### src/rtl/i2s_transmitter.sv
`default_nettype none
// ============================================================================
// Module   : i2s_transmitter
// Brief    : I2S bus master; derives SCK/WS from CLK and serialises stereo
//            frames taken from a one-frame valid/ready holding buffer.
//            Option macro: I2S_TX_REPEAT_ON_UNDERRUN_EN (repeat last frame
//            on underrun instead of sending zeros).
// Revision : 1.0 - initial release
// ============================================================================
module i2s_transmitter #(
  parameter int SAMPLE_WIDTH = 24,
  parameter int SLOT_WIDTH   = 32,
  parameter int SCK_DIV      = 8
) (
  input  logic                    CLK,
  input  logic                    RST,
  input  logic                    enable,
  input  logic [SAMPLE_WIDTH-1:0] left_in,
  input  logic [SAMPLE_WIDTH-1:0] right_in,
  input  logic                    frame_valid,
  output logic                    frame_ready,
  output logic                    underrun,
  output logic                    busy,
  output logic                    I2S_SCK,
  output logic                    I2S_WS,
  output logic                    I2S_SD
);

  localparam int KW = $clog2(2 * SLOT_WIDTH);
  localparam int DW = (SCK_DIV > 2) ? $clog2(SCK_DIV) : 1;

  localparam logic [1:0] c_IDLE  = 2'd0;
  localparam logic [1:0] c_RUN   = 2'd1;
  localparam logic [1:0] c_DRAIN = 2'd2;

  localparam logic [KW-1:0] c_K_LAST   = KW'(2 * SLOT_WIDTH - 1);
  localparam logic [KW-1:0] c_K_RIGHT  = KW'(SLOT_WIDTH);
  localparam logic [DW-1:0] c_DIV_LAST = DW'(SCK_DIV - 1);

  logic [1:0]              r_state;
  logic [1:0]              w_state_next;
  logic                    w_active;
  logic [DW-1:0]           r_div;
  logic [KW-1:0]           r_k;
  logic                    r_sck;
  logic                    r_ws;
  logic                    r_sd;
  logic                    r_underrun;
  logic                    r_buf_full;
  logic [SAMPLE_WIDTH-1:0] r_buf_l;
  logic [SAMPLE_WIDTH-1:0] r_buf_r;
  logic [SAMPLE_WIDTH-1:0] r_tx_l;
  logic [SAMPLE_WIDTH-1:0] r_tx_r;
  logic                    w_tick;
  logic                    w_fall;
  logic                    w_frame_start;
  logic                    w_to_idle;
  logic                    w_sd_next;

  assign w_tick        = w_active && (r_div == c_DIV_LAST);
  assign w_fall        = w_tick && r_sck;
  assign w_frame_start = w_fall && (r_k == '0);
  assign w_to_idle     = w_frame_start && (r_state == c_DRAIN) && !enable;

  always_ff @(posedge CLK) begin
    if (RST) begin
      r_state <= c_IDLE;
    end else begin
      r_state <= w_state_next;
    end
  end

  // Re-enable during DRAIN wins over the end-of-frame exit.
  always_comb begin
    w_state_next = r_state;
    case (r_state)
      c_IDLE:  if (enable) w_state_next = c_RUN;
      c_RUN:   if (!enable) w_state_next = c_DRAIN;
      c_DRAIN: begin
        if (enable) begin
          w_state_next = c_RUN;
        end else if (w_frame_start) begin
          w_state_next = c_IDLE;
        end
      end
      default: w_state_next = c_IDLE;
    endcase
  end

  always_comb begin
    w_active = (r_state != c_IDLE);
    busy     = w_active;
  end

  // Bit for the falling edge about to happen at index r_k.
  always_comb begin
    w_sd_next = 1'b0;
    for (int i = 0; i < SAMPLE_WIDTH; i++) begin
      if (r_k == KW'(SAMPLE_WIDTH - i)) w_sd_next = r_tx_l[i];
      if (((SLOT_WIDTH + SAMPLE_WIDTH - i) < 2 * SLOT_WIDTH) &&
          (r_k == KW'(SLOT_WIDTH + SAMPLE_WIDTH - i))) w_sd_next = r_tx_r[i];
    end
    if ((SAMPLE_WIDTH == SLOT_WIDTH) && (r_k == '0)) w_sd_next = r_tx_r[0];
  end

  always_ff @(posedge CLK) begin
    if (RST) begin
      r_div      <= '0;
      r_k        <= '0;
      r_sck      <= 1'b0;
      r_ws       <= 1'b0;
      r_sd       <= 1'b0;
      r_underrun <= 1'b0;
      r_buf_full <= 1'b0;
      r_buf_l    <= '0;
      r_buf_r    <= '0;
      r_tx_l     <= '0;
      r_tx_r     <= '0;
    end else begin
      r_underrun <= 1'b0;
      if (frame_valid && !r_buf_full) begin
        r_buf_l    <= left_in;
        r_buf_r    <= right_in;
        r_buf_full <= 1'b1;
      end
      if (!w_active) begin
        r_div <= '0;
        r_k   <= '0;
        r_sck <= 1'b0;
        r_ws  <= 1'b0;
        r_sd  <= 1'b0;
      end else begin
        r_div <= w_tick ? '0 : r_div + 1'b1;
        if (w_tick) r_sck <= ~r_sck;
        if (w_fall) begin
          if (w_to_idle) begin
            r_ws <= 1'b0;
            r_sd <= 1'b0;
            r_k  <= '0;
          end else begin
            r_ws <= (r_k >= c_K_RIGHT);
            r_sd <= w_sd_next;
            r_k  <= (r_k == c_K_LAST) ? '0 : r_k + 1'b1;
            if (r_k == '0) begin
              if (r_buf_full) begin
                r_tx_l     <= r_buf_l;
                r_tx_r     <= r_buf_r;
                r_buf_full <= 1'b0;
              end else begin
                r_underrun <= 1'b1;
`ifdef I2S_TX_REPEAT_ON_UNDERRUN_EN
                r_tx_l <= r_tx_l;
                r_tx_r <= r_tx_r;
`else
                r_tx_l <= '0;
                r_tx_r <= '0;
`endif
              end
            end
          end
        end
      end
    end
  end

  assign frame_ready = !r_buf_full;
  assign underrun    = r_underrun;
  assign I2S_SCK     = r_sck;
  assign I2S_WS      = r_ws;
  assign I2S_SD      = r_sd;

endmodule
`default_nettype wire

### config.mk
export PLATFORM = sky130hd
export DESIGN_NAME = i2s_transmitter
export DESIGN_NICKNAME = d
export VERILOG_FILES = /design/src/rtl/i2s_transmitter.sv
export SDC_FILE = /design/constraint.sdc
export NUM_CORES = 1
export LEC_CHECK = 0
export ABC_CLOCK_PERIOD_IN_PS = 2500
export BUFFER_PORTS_ARGS = -buffer_cell sky130_fd_sc_hd__buf_2
export CAP_MARGIN = 5
export CORE_AREA = 4 4 98 100
export DETAILED_ROUTE_END_ITERATION = 16
export DIE_AREA = 0 0 102 104
export PLACE_DENSITY = 0.85
export SLEW_MARGIN = 25
export SYNTH_ARGS = -nofsm -noshare
export SYNTH_HDL_FRONTEND = slang
export SYNTH_SLANG_ARGS = --single-unit
### constraint.sdc
create_clock -name CLK -period 2.5 [get_ports CLK]
set_input_delay 0.25 -clock CLK [delete_from_list [all_inputs] [get_ports CLK]]
set_output_delay 0.25 -clock CLK [all_outputs]
set_load 0.02 [all_outputs]
# After elaboration in Yosys (flattened, before gate mapping)
# Index checks and enable logic that the tools add are counted.
# Widths: inputs -> output; s select.
# word_totals
input_bits	52
elab_cells	157
reg_bits	112
output_inout_bits	6
# op_classes
n_eq_ne	55
n_addsub	2
mux	66
bitwise	5
n_reduce_logical	16
order_cmp	1
# op_table
operator	count
$eq 6x6->1 const B	25
$mux 1	57
$eq 6x5->1 const B	9
$eq 6x4->1 const B	8
$mux 24	2
$eq 6x3->1 const B	4
$eq 6x2->1 const B	2
$mux 6	2
$mux 2	4
$add 6x1->6 const B	1
$eq 6x1->1 const B	1
$ge 6x6->1 const B	1
$logic_and 1x1->1	6
$logic_not 6->1	1
$pmux 2 s3	1
$not 1->1	5
$reduce_or 5->1	1
$ne 2x2->1 const B	2
$reduce_and 4->1	1
$add 3x1->3 const B	1
$eq 3x3->1 const B	1
$ne 3x3->1 const B	1
$reduce_and 3->1	1
$reduce_or 3->1	1
other kinds (6)	7

# Logic depth before layout (Yosys ltp)
# Gate-level depths: netlist of the first run.
# depth
word_depth	50
ltp_mapped	10
depth_no_buf	8

# Worst setup path before layout of the first run
# Ideal clock, no wire load.
# synth_timing
path_type	register to register
start	reg r_div[0]
end	reg r_tx_l[0]
synth_period_minus_slack_ns	2.092
setup_slack_ns	0.408
stages_incl_launch_ff	10
n_path_buf	2
t_arrival_ns	2.022
required_time_ns	2.430
setup_ns	0.070
path_cell_list	dfxtp_1 ha_1 ha_1 o211ai_4 or4_4 nor2_2 buf_6 buf_6 nand3_1 a21oi_1
# synth_between
elab_chain_cells	8
# synth_rtl
item	line_no	text
from (decl)	43	logic [DW-1:0] r_div;
from (signal assigned)	133	r_div <= w_tick ? '0 : r_div + 1'b1;
$eq 3x3->1 (*)	60	assign w_tick = w_active && (r_div == c_DIV_LAST);
$logic_and 1x1->1 (*)	60	
$logic_and 1x1->1 (*)	61	assign w_fall = w_tick && r_sck;
$logic_and 1x1->1	62	assign w_frame_start = w_fall && (r_k == '0);
$logic_and 1x1->1 (2 in a row)	63	assign w_to_idle = w_frame_start && (r_state == c_DRAIN) && !enable;
$not 1->1 (no line)	--	
$reduce_and 4->1 (no line) (*)	--	
to (signal assigned)	146	r_tx_l <= r_buf_l;
to (decl)	52	logic [SAMPLE_WIDTH-1:0] r_tx_l;
# Mark *: on every way between the ends. The rest lies on a longest branch, timed or not.
# A chain may end at the register's enable or synchronous reset.

# Final worst setup path of the first run
# layout_timing
start	reg r_k[0]
end	reg r_sd (netlist: I2S_SD)
# layout_between
elab_chain_cells	50
word_cells_on_any_way	101
cone_classes	eq/ne (48); mux (49); reduce/logical (4)
# layout_rtl
item	line_no	text
from (decl)	44	logic [KW-1:0] r_k;
from (signal assigned)	143	r_k <= (r_k == c_K_LAST) ? '0 : r_k + 1'b1;
$eq 6x5->1	99	if (r_k == KW'(SAMPLE_WIDTH - i)) w_sd_next = r_tx_l[i];
$mux 1	99	
$mux 1	100	if (((SLOT_WIDTH + SAMPLE_WIDTH - i) < 2 * SLOT_WIDTH) &&
$mux 1	99	
$mux 1	100	
$mux 1	99	
$mux 1	100	
$mux 1	99	
(+34 left out)	--	
$mux 1	100	
$mux 1	99	
$mux 1	100	
$mux 1	99	
$mux 1	100	
$mux 1	99	
$mux 1	100	
$mux 1 (*)	136	if (w_to_idle) begin
to (signal assigned)	142	r_sd <= w_sd_next;
to (decl)	47	logic r_sd;
# Marked as above.

==> results of run 1 <==
report_power, final:
group / leakage (nW) / internal (mW) / switching (mW)
registers: 0.910 / 1.83 / 0.0314
clock network: 0.0957 / 0.388 / 0.642
logic: 0.953 / 0.0744 / 0.127
total: 1.96 / 2.30 / 0.800
cell type report:
| cell class | instances | area [µm²] |
|---|---|---|
| Fill cell | 773 | 3170 |
| Multi-Input combinational cell | 468 | 2440 |
| Sequential cell | 112 | 2240 |
| Timing Repair Buffer | 77 | 460 |
| Tap cell | 108 | 135 |
| Clock buffer | 10 | 128 |
| Clock inverter | 6 | 62.6 |
| Inverter | 11 | 41.3 |
kinds of logic after synthesis:
family	after synthesis	synth area share (%)
and+or+nand+nor	289	26.4
AOI/OAI and AO/OA	161	18.7
DFF	112	45.4
buffers and inverters	65	5.54
muxes	9	1.95
adders and majority gates	6	1.52
xor gates and xnor gates	3	0.532
layout by cell type, fill, tap and decap left out, types with 6 or more instances in the layout:
master and instances:
nand2_1 165, a21oi_1 113, dfxtp_1 112, buf_2 57, nand3_1 56, buf_4 18, nand2b_1 14, nor2_1 13
o21ai_0 11, inv_1 10, nor3_1 9, clkbuf_8 9, nor3b_1 6
routing by layer:
layer | track usage, % | vias to the layer above | part of all wire, %
li1 | - | 2273 | -
met1 | 31.5 | 2140 | 45
met2 | 36.7 | 130 | 48
met3 | 5.16 | 18 | 5.4
met4 | 6.47 | 0 | 1.5
met5 | 0 | - | 0
stage by stage:
stage | power, mW | worst slack, ns | area, µm²
2_1_floorplan | 2.03 | 0.408 | 4940
3_3_place_gp | 2.10 | 0.277 | 5310
3_5_place_dp | 2.11 | 0.156 | 5310
4_1_cts | 3.12 | 0.126 | 5500
5_1_grt | 3.23 | 0.000485 | 5510
6_report | 3.10 | 0.187 | 5510
repair_timing:
action | CTS | global route
endpoints found under the setup margin | 0 | 49
gates resized for setup | 0 | 2
setup buffers | 0 | 0
flip-flops by register name, summed over array words and instances (netlist names):
register and flops:
r_tx_r 24, r_state 2, I2S_SD 1, I2S_SCK 1, underrun 1, r_k 6
r_buf_r 24, r_tx_l 24, r_buf_full 1, r_buf_l 24, I2S_WS 1, r_div 3
worst register-to-register path, cell delays in order (launching register included):
cell and delay [ns]:
dfxtp_1 0.45, inv_1 0.11, ha_1 0.39, buf_4 0.26, nor2_1 0.10, o2111ai_1 0.11, a211o_1 0.31, a211oi_1 0.32
o21ai_1 0.14
worst max-delay path by stage:
stage,end,slack (ns)
3_3_place_gp,r_tx_r[3],0.28
2_1_floorplan,r_tx_l[0],0.41
4_1_cts,r_tx_r[18],0.13
5_1_grt,r_tx_l[15],0.0005
6_report,I2S_SD,0.19
3_5_place_dp,r_tx_r[18],0.16
==> summary.md, run 1 <==
| Metric | Value |
|---|---|
| Status | `finished, final reports clean` |
| Nets | `737` |
| Hold Worst Slack | `0.0566 ns` |
| Synth cell types | `52` |
| Initial antenna violation count | `0` |
| Post-synth EDFFs | `0` |
| Top cells by area, synth | `dfxtp_1 (45%), nand2_1 (13%), a21oi_1 (11%)` |
| Slowest CP cell | `dfxtp_1` |
| Minimum clock period | `2.31 ns` |
| Io pins | `58` |
| DR vias/cell | `5.76` |
| Diode count | `0` |
| Hold path cells | `2` |
| CTS Hold Bufs | `0` |
| Via Count | `4561` |
| Util after Layout | `63.5%` |
| CTS tree | `built` |
| CTS Root Cell | `clkbuf_8` |
| Share of cells above drive strength 1 | `15.2%` |
| Starting density of the core | `56.9%` |
| Hold EP | `r_state[1]` |
| Post-synthesis area per instance | `7.66 µm²` |
| Routed Antenna Nets | `0` |
| Leakage | `1.96 nW` |
| TritonCTS Buffers | `9` |
| Final hold vios | `0` |
| Final setup TNS | `0 ns` |
| Placer congestion estimate | `0.967` |
| Peak Freq | `0.432 GHz` |
| Most common cell in the netlist | `nand2_1` |
| Reg2reg start | `r_k[0]` |
| Placed Cells | `776` |
| Worst path depth | `8` |
| Critical-path cell list | `inv_1 > ha_1 > buf_4 > nor2_1 > o2111ai_1 > a211o_1 > a211oi_1 > o21ai_1` |
| HP Start | `enable` |
| RSZ-0062 raised after global routing | `false` |
| Worst setup path start | `r_k[0]` |
| Syn nets | `703` |
| Sequential fraction of the synthesis area | `45.4%` |
| Clk_lat worst skew | `0.38 ns` |
| Routed WL per cell | `15.0 µm` |
| Clk buf depth | `2` |
| Kind of critical path | `reg -> reg` |
| Hold crit path type | `in -> reg` |
| Cell Area, Synth | `4940 µm²` |
| FF-to-FF End | `I2S_SD` |
| Count of final setup violators | `0` |
| Commonest cells in the netlist | `nand2_1 (165), a21oi_1 (113), dfxtp_1 (112)` |
| DR pass1 iterations | `6` |
| CP Max Fanout | `13` |
| CP top delay family | `compound AO/OA/AOI/OAI gates` |
| H-tree Lvls | `3` |
| Asr flop ratio synth | `0%` |
| Primary FF master, synth | `dfxtp_1` |
| CP max stage delay | `0.45 ns` |
| Violation count after the first detailed-routing iteration | `298` |
| Slew Viols, Final | `0` |
| Port Buffers | `57` |
| CTS Sinks | `112` |
| DRC Markers | `0` |
| Critical path capture point type | `flop` |
| Final cell count without fillers | `792` |
| Max-cap violations | `0` |
| Leading area contributor after synthesis | `dfxtp_1` |
| R2R Setup Slk | `0.19 ns` |
| Slew margin rel. | `34.4%` |
| Die Width | `102 µm` |
| DRT Wirelength | `11900 µm` |
| Clock skew | `0.0113 ns` |
| PwrDens | `562 nW/µm²` |
| Gate Count Post-Synth | `645` |
| Slew of the pin with the lowest slew margin | `0.985 ns` |
| CP Data Required Time | `2.75 ns` |
| Core area | `8680 µm²` |
| Tcrit/Tclk final | `92.5%` |
| Critical path arrival | `2.56 ns` |
| Row cnt | `34` |
| Yosys reg bits | `112` |
| Critical path buffer and inverter count | `2` |
| R2R depth | `8` |
| Grt ovf | `0` |
| Layout area overhead | `11.5%` |
| Critical path launch point type | `flop` |
| Vias in the first global route | `4330` |
| Clock transition at path regs | `0.10 ns` |
| Pin count of the biggest net entering global routing | `101` |
| Share of the synthesized area in the top cell type | `45.4%` |
| GRT Overall Usage | `23.2%` |
| Hpwl dp | `8320 µm` |
| Die height | `104 µm` |
| First-pass GRT wire length | `20300 µm` |
| Die footprint | `10600 µm²` |
| Synth Warn # | `0` |
| Maximum VDD drop | `0.398 mV` |
(Power assumes the default switching activity.)
==> run 2, diff against run 1 <==
--- a/config.mk
+++ b/config.mk
@@ -10,6 +10,6 @@
 export CAP_MARGIN = 5
-export CORE_AREA = 4 4 98 100
+export CORE_AREA = 4 4 90 109
 export DETAILED_ROUTE_END_ITERATION = 16
-export DIE_AREA = 0 0 102 104
-export PLACE_DENSITY = 0.85
+export DIE_AREA = 0 0 94 113
+export PLACE_DENSITY = 0.84
 export SLEW_MARGIN = 25
==> constraint.sdc (replaced) <==
create_clock -name CLK -period 2.5 [get_ports CLK]
set_input_delay 0.125 -clock CLK [delete_from_list [all_inputs] [get_ports CLK]]
set_output_delay 0.125 -clock CLK [all_outputs]
set_load 0.02 [all_outputs]
==> run 2 against run 1 <==
Net effect: cell count up 7.7%; worst setup slack better by 0.039 ns; global-route usage up 2.1 points; largest cell class unchanged.
==> summary.md, run 2 (same netlist as run 1, synthesis figures left out) <==
| Metric | Value |
|---|---|
| Final hold vios | `0 (unchanged)` |
| Worst slack, placed | `0.162 ns (was 0.156 ns)` |
| Starting density of the core | `55.9% (was 56.9%)` |
| Slew margin rel. | `35.7% (was 34.4%)` |
| Placer congestion estimate | `0.889 (was 0.967)` |
| Clk buf depth | `2 (unchanged)` |
| Sequential power share | `59.1% (was 60.2%)` |
| Net switching power of the design | `755 µW (was 800 µW)` |
| Initial antenna violation count | `0 (unchanged)` |
| Share of cells above drive strength 1 | `14.2% (was 15.2%)` |
| CTS tree | `built (unchanged)` |
| CTS Root Cell | `clkbuf_8 (unchanged)` |
| PwrDens | `524 nW/µm² (was 562 nW/µm²)` |
| Power share of the clock group | `32.4% (was 33.2%)` |
| Die footprint | `10600 µm² (about the same)` |
| RSZ-0062 raised after global routing | `false (unchanged)` |
| Tcrit/Tclk final | `91.0% (was 92.5%)` |
| Nets | `786 (was 737)` |
| Kind of critical path | `reg -> reg (unchanged)` |
| Critical path capture point type | `flop (unchanged)` |
| R2R depth | `8 (unchanged)` |
| Hpwl dp | `8120 µm (was 8320 µm)` |
| Setup WS post-layout | `0.226 ns (was 0.187 ns)` |
| Die Width | `94 µm (was 102 µm)` |
| Max-cap violations | `0 (unchanged)` |
| Critical path launch point type | `flop (unchanged)` |
| Routed WL per cell | `14.9 µm (was 15.0 µm)` |
| Clk_lat worst skew | `0.38 ns (about the same)` |
| Grt ovf | `0 (unchanged)` |
| Violation count after the first detailed-routing iteration | `281 (was 298)` |
| Leakage | `2.17 nW (was 1.96 nW)` |
| Reg2reg start | `r_div[0] (was r_k[0])` |
| Final setup TNS | `0 ns (unchanged)` |
| Hold crit path type | `in -> reg (unchanged)` |
| CTS Sinks | `112 (unchanged)` |
| Clock transition at path regs | `0.10 ns (about the same)` |
| CP Max Fanout | `48 (was 13)` |
| Via Count | `4747 (was 4561)` |
| R2R Setup Slk | `0.23 ns (was 0.19 ns)` |
| Port Buffers | `57 (unchanged)` |
| Critical path arrival | `2.57 ns (was 2.56 ns)` |
| CP Data Required Time | `2.80 ns (was 2.75 ns)` |
| Core area | `8840 µm² (was 8680 µm²)` |
| Vias in the first global route | `4654 (was 4330)` |
| Status | `finished, final reports clean (unchanged)` |
| Layout area overhead | `21.8% (was 11.5%)` |
| Most common cell after layout, fill and taps aside | `nand2_1 (unchanged)` |
| Logic pwr share | `8.5% (was 6.5%)` |
| Clock skew | `0.0106 ns (was 0.0113 ns)` |
| Minimum clock period | `2.27 ns (was 2.31 ns)` |
| Slew of the pin with the lowest slew margin | `0.965 ns (was 0.985 ns)` |
| H-tree Lvls | `3 (unchanged)` |
| DR pass1 iterations | `4 (was 6)` |
| Most frequent cells in the layout | `nand2_1 (165), a21oi_1 (113), dfxtp_1 (112), buf_2 (57), nand3_1 (56) (unchanged)` |
| Switching Fraction | `23.9% (was 25.8%)` |
| HP Start | `frame_valid (was enable)` |
| DRC Markers | `0 (unchanged)` |
| Row cnt | `38 (was 34)` |
| Routed Antenna Nets | `0 (unchanged)` |
| Io pins | `58 (unchanged)` |
| Peak Freq | `0.440 GHz (was 0.432 GHz)` |
| Hold path cells | `4 (was 2)` |
| GRT Overall Usage | `25.2% (was 23.2%)` |
| Pin count of the biggest net entering global routing | `101 (unchanged)` |
| TritonCTS Buffers | `9 (unchanged)` |
| Diode count | `0 (unchanged)` |
| DR vias/cell | `5.57 (was 5.76)` |
| DRT Wirelength | `12800 µm (was 11900 µm)` |
| FF-to-FF End | `r_tx_l[18] (was I2S_SD)` |
| Count of final setup violators | `0 (unchanged)` |
| Maximum VDD drop | `0.519 mV (was 0.398 mV)` |
| Internal Power | `2.40 mW (was 2.30 mW)` |
| Slew Viols, Final | `0 (unchanged)` |
| First-pass GRT wire length | `21500 µm (was 20300 µm)` |
| Hold EP | `r_buf_r[22] (was r_state[1])` |
| Die height | `113 µm (was 104 µm)` |
[run 2: critical path: stages, from the launching register on]
cell and delay (ns):
dfxtp_1 0.36, ha_1 0.15, ha_2 0.26, o211ai_4 0.16
or4_4 0.55, nor2_2 0.17, buf_12 0.22, nand3_1 0.11
a21oi_1 0.17
[run 2: repair_timing]
| action | 4_1_cts | 5_1_grt |
|---|---|---|
| hold buffers | 49 | 0 |
| endpoints found under the setup margin | 0 | 46 |
| setup buffers | 0 | 0 |
| resized for setup | 0 | 2 |
| hold endpoints to repair | 50 | 0 |
[run 2: routing by layer]
| metal | global-route usage, % | share of wire, % | vias up |
|---|---|---|---|
| met5 | 0 | 0 | - |
| met4 | 11.2 | 3.0 | 0 |
| met3 | 3.32 | 3.8 | 31 |
| met2 | 43.8 | 52 | 143 |
| met1 | 30.9 | 42 | 2194 |
| li1 | - | - | 2379 |
[run 2: cell type report]
| class | instances | area (µm²) |
|---|---|---|
| clock inverter | 3 | 15.0 |
| multi-input combinational | 468 | 2440 |
| tap | 120 | 150 |
| timing repair buffer | 126 | 963 |
| inverter | 11 | 41.3 |
| clock buffer | 13 | 169 |
| sequential | 112 | 2240 |
| fill | 727 | 2820 |
[run 2: metrics by stage]
stage	area, µm²	util (%)	hold WS [ns]	cells	power (mW)
after floorplan	4940	-	0.202	645	2.03
after global placement	5340	60.4	0.320	788	2.09
after CTS	6010	68.0	0.159	853	3.16
after global routing	6020	68.1	0.188	853	3.27
final	6020	68.1	0.184	853	3.15
after detailed placement	5340	60.4	0.324	788	2.11
[run 2: worst max-delay path by stage]
stage	cells after the start	slack, ns	from	to
2_1_floorplan	9	0.41	r_div[0]	r_tx_l[0]
3_3_place_gp	9	0.28	r_div[0]	r_tx_l[4]
3_5_place_dp	8	0.16	r_div[0]	r_tx_r[15]
4_1_cts	8	0.13	r_div[0]	r_tx_l[18]
5_1_grt	9	0.01	r_div[0]	r_tx_r[9]
6_report	8	0.23	r_div[0]	r_tx_l[18]
[run 2: power by group through the flow]
stage | Sequential, mW | Clock, mW | Combinational, mW
2_1_floorplan | 1.89 | 0 | 0.137
3_3_place_gp | 1.90 | 0 | 0.192
3_5_place_dp | 1.90 | 0 | 0.201
4_1_cts | 1.86 | 1.04 | 0.259
5_1_grt | 1.87 | 1.10 | 0.301
6_report | 1.86 | 1.02 | 0.269
==> run 3, diff against run 2 <==
Settings changed: ABC_AREA set to 1, CORE_AREA 4 4 90 109 to 4 4 89 108, DIE_AREA 0 0 94 113 to 0 0 93 112, PLACE_DENSITY 0.84 to 0.85.
==> run 3 against run 2 <==
Net effect: the run now ends with negative setup slack left; register-to-register slack got worse by 1.0 ns; power rose by 2.5%; critical path depth rose by 44; first-iteration DRC count rose by 20%; largest power group unchanged; highest routed layer unchanged; synthesized cell count rose by 11%; utilization rose by 6.4 points; critical path type unchanged; sequential cell count did not move; clock power rose by 9.8%.
==> summary.md, run 3 <==
| Metric | Value |
|---|---|
| Peak Freq | `0.304 GHz (was 0.440 GHz)` |
| DRC Markers | `0 (unchanged)` |
| Reg area | `2250 µm² (was 2240 µm²)` |
| Gate Count Post-Synth | `713 (was 645)` |
| Most common cell in the netlist | `nand2_1 (unchanged)` |
| Leading area contributor after synthesis | `dfxtp_1 (unchanged)` |
| PwrDens | `510 nW/µm² (was 524 nW/µm²)` |
| Worst slack, placed | `-0.830 ns (was 0.162 ns)` |
| R2R Setup Slk | `-0.79 ns (was 0.23 ns)` |
| Critical path arrival | `3.62 ns (was 2.57 ns)` |
| Port Buffers | `57 (unchanged)` |
| Asr flop ratio synth | `0% (unchanged)` |
| Sequential fraction of the synthesis area | `46.1% (was 45.4%)` |
| Status | `complete, but fails checks (was finished, final reports clean)` |
| Clock transition at path regs | `0.10 ns (about the same)` |
| DRT Wirelength | `13900 µm (was 12800 µm)` |
| Slowest CP cell | `dfxtp_4 (was or4_4)` |
| RSZ-0062 raised after global routing | `true (was false)` |
| Layout area overhead | `30.4% (was 21.8%)` |
| CP Max Fanout | `3 (was 48)` |
| Post-Place Cell Area | `5610 µm² (was 5340 µm²)` |
| Slew of the pin with the lowest slew margin | `0.989 ns (was 0.965 ns)` |
| Syn nets | `771 (was 703)` |
| Share of cells above drive strength 1 | `18.6% (was 14.2%)` |
| Yosys reg bits | `112 (unchanged)` |
| Hpwl dp | `9200 µm (was 8120 µm)` |
| Die Width | `93 µm (was 94 µm)` |
| Routed Antenna Nets | `0 (unchanged)` |
| Initial antenna violation count | `0 (unchanged)` |
| Final cell count without fillers | `963 (was 853)` |
| Clock skew | `0.0114 ns (was 0.0106 ns)` |
| Failing checks | `negative setup slack` |
| Hold crit path type | `in -> reg (unchanged)` |
| Row cnt | `37 (was 38)` |
| Core area | `8520 µm² (was 8840 µm²)` |
| Pin count of the biggest net entering global routing | `100 (was 101)` |
| Synth cell types | `27 (was 52)` |
| Tcrit/Tclk final | `132% (was 91.0%)` |
| Violation count after the first detailed-routing iteration | `336 (was 281)` |
| Crit-path most repeated cell | `nand2_1` |
| DR pass1 iterations | `5 (was 4)` |
| Share of the synthesized area in the top cell type | `46.1% (was 45.4%)` |
| CTS Root Cell | `clkbuf_8 (unchanged)` |
| Final hold vios | `0 (unchanged)` |
| Grt ovf | `0 (unchanged)` |
| Maximum VDD drop | `0.466 mV (was 0.519 mV)` |
| Count of final setup violators | `1 (was 0)` |
| Slew margin rel. | `34.0% (was 35.7%)` |
| Kind of critical path | `reg -> reg (unchanged)` |
| Critical path capture point type | `flop (unchanged)` |
| Die footprint | `10400 µm² (was 10600 µm²)` |
| Final setup TNS | `-0.793 ns (was 0 ns)` |
| Most common cell after layout, fill and taps aside | `nand2_1 (unchanged)` |
| Critical path buffer and inverter count | `2 (was 1)` |
| Slew Viols, Final | `0 (unchanged)` |
| H-tree Lvls | `3 (unchanged)` |
| Setup bufs post-CTS | `0 (unchanged)` |
| Routed WL per cell | `14.5 µm (was 14.9 µm)` |
| DR vias/cell | `5.28 (was 5.57)` |
| Vias in the first global route | `4963 (was 4654)` |
| Max-cap violations | `0 (unchanged)` |
| First-pass GRT wire length | `22900 µm (was 21500 µm)` |
| Placed Cells | `901 (was 788)` |
| Starting density of the core | `57.1% (was 55.9%)` |
| Die height | `112 µm (was 113 µm)` |
| Multi-input logic area | `2330 µm² (was 2440 µm²)` |
| Primary FF master, synth | `dfxtp_1 (unchanged)` |
| Clk buf depth | `2 (unchanged)` |
| Placer congestion estimate | `0.993 (was 0.889)` |
| Post-synth EDFFs | `0 (unchanged)` |
| Via Count | `5089 (was 4747)` |
| TritonCTS Buffers | `9 (unchanged)` |
| Fin area | `6340 µm² (was 6020 µm²)` |
| Diode count | `0 (unchanged)` |
| Critical path launch point type | `flop (unchanged)` |
| CP top delay family | `simple AND/OR/NAND/NOR gates (unchanged)` |
| Io pins | `58 (unchanged)` |
| Cell Area, Synth | `4860 µm² (was 4940 µm²)` |
| Synth Warn # | `0 (unchanged)` |
| Top cells by area, synth | `dfxtp_1 (46%), nand2_1 (18%), a21oi_1 (13%) (was dfxtp_1 (45%), nand2_1 (13%), a21oi_1 (11%))` |
| Fillers | `660 (was 727)` |
| CTS tree | `built (unchanged)` |
| Minimum clock period | `3.29 ns (was 2.27 ns)` |
| Nets | `899 (was 786)` |
| GRT Overall Usage | `27.7% (was 25.2%)` |
| Leakage | `2.61 nW (was 2.17 nW)` |
| Post-synthesis area per instance | `6.82 µm² (was 7.66 µm²)` |
| Commonest cells in the netlist | `nand2_1 (231), a21oi_1 (124), dfxtp_1 (112) (was nand2_1 (165), a21oi_1 (113), dfxtp_1 (112))` |
| CP max stage delay | `0.37 ns (was 0.55 ns)` |
| Most frequent cells in the layout | `nand2_1 (227), a21oi_1 (123), dfxtp_1 (106), buf_2 (57), nand3_1 (54) (was nand2_1 (165), a21oi_1 (113), dfxtp_1 (112), buf_2 (57), nand3_1 (56))` |
| Setup WS post-layout | `-0.793 ns (was 0.226 ns)` |
| CTS Sinks | `112 (unchanged)` |
| Clk_lat worst skew | `0.38 ns (about the same)` |
| CP Data Required Time | `2.83 ns (was 2.80 ns)` |
-- run 3: cells by family after synthesis --
group / Yosys count / share of synthesized area (%)
AOI/OAI and AO/OA: 137 / 14.5
xor gates and xnor gates: 1 / 0.180
adders and majority gates: 6 / 1.54
buffers and inverters: 98 / 7.64
DFF: 112 / 46.1
and+or+nand+nor: 359 / 30.0
-- run 3: worst register-to-register path, delay by kind of cell (launching register included) --
kind,cells,cell delay (ns)
flops,1,0.37
simple gates,49,2.59
fa+ha+maj,1,0.15
buf+inv,2,0.13
-- run 3: worst paths after layout --
kind,depth (start not counted),from,to
max,52,r_k[0],I2S_SD
min,3,left_in[12],r_buf_l[12]
max reg2reg,52,r_k[0],I2S_SD
min reg2reg,1,r_div[0],r_div[0]
-- run 3: what timing repair did --
action	4_1_cts	5_1_grt
hold buffers	46	0
hold endpoints to repair	46	0
resized for setup	12	7
pin swaps	1	1
setup endpoints to repair	1	49
cloned	0	0
-- run 3: per-stage QoR --
stage / power, mW / utilization (%) / hold slack [ns]
finish: 3.23 / 74.4 / 0.0174
global route: 3.36 / 74.4 / 0.0307
CTS: 3.23 / 74.2 / 0.00389
detailed placement: 2.09 / 65.8 / 0.323
global placement: 2.08 / 65.8 / 0.303
floorplan: 2.01 / - / 0.202
-- run 3: cell type report --
cell class / count / share of cell area (%)
Multi-Input combinational cell: 503 / 36.7
Sequential cell: 112 / 35.6
Timing Repair Buffer: 156 / 18.5
Inverter: 59 / 3.61
Tap cell: 117 / 2.31
Clock buffer: 10 / 2.01
Clock inverter: 6 / 1.26
-- run 3: power by group --
group	internal (mW)	switching (mW)
Sequential	1.83	0.0262
Clock	0.480	0.642
Combinational	0.117	0.142
-- run 3: metal layers --
metal | global-route usage, % | vias up | part of all wire (%)
met5 | 0 | - | 0
met4 | 15.6 | 0 | 5.5
met2 | 48.1 | 172 | 50
li1 | - | 2546 | -
met1 | 32.1 | 2311 | 41
met3 | 4.19 | 60 | 4.1
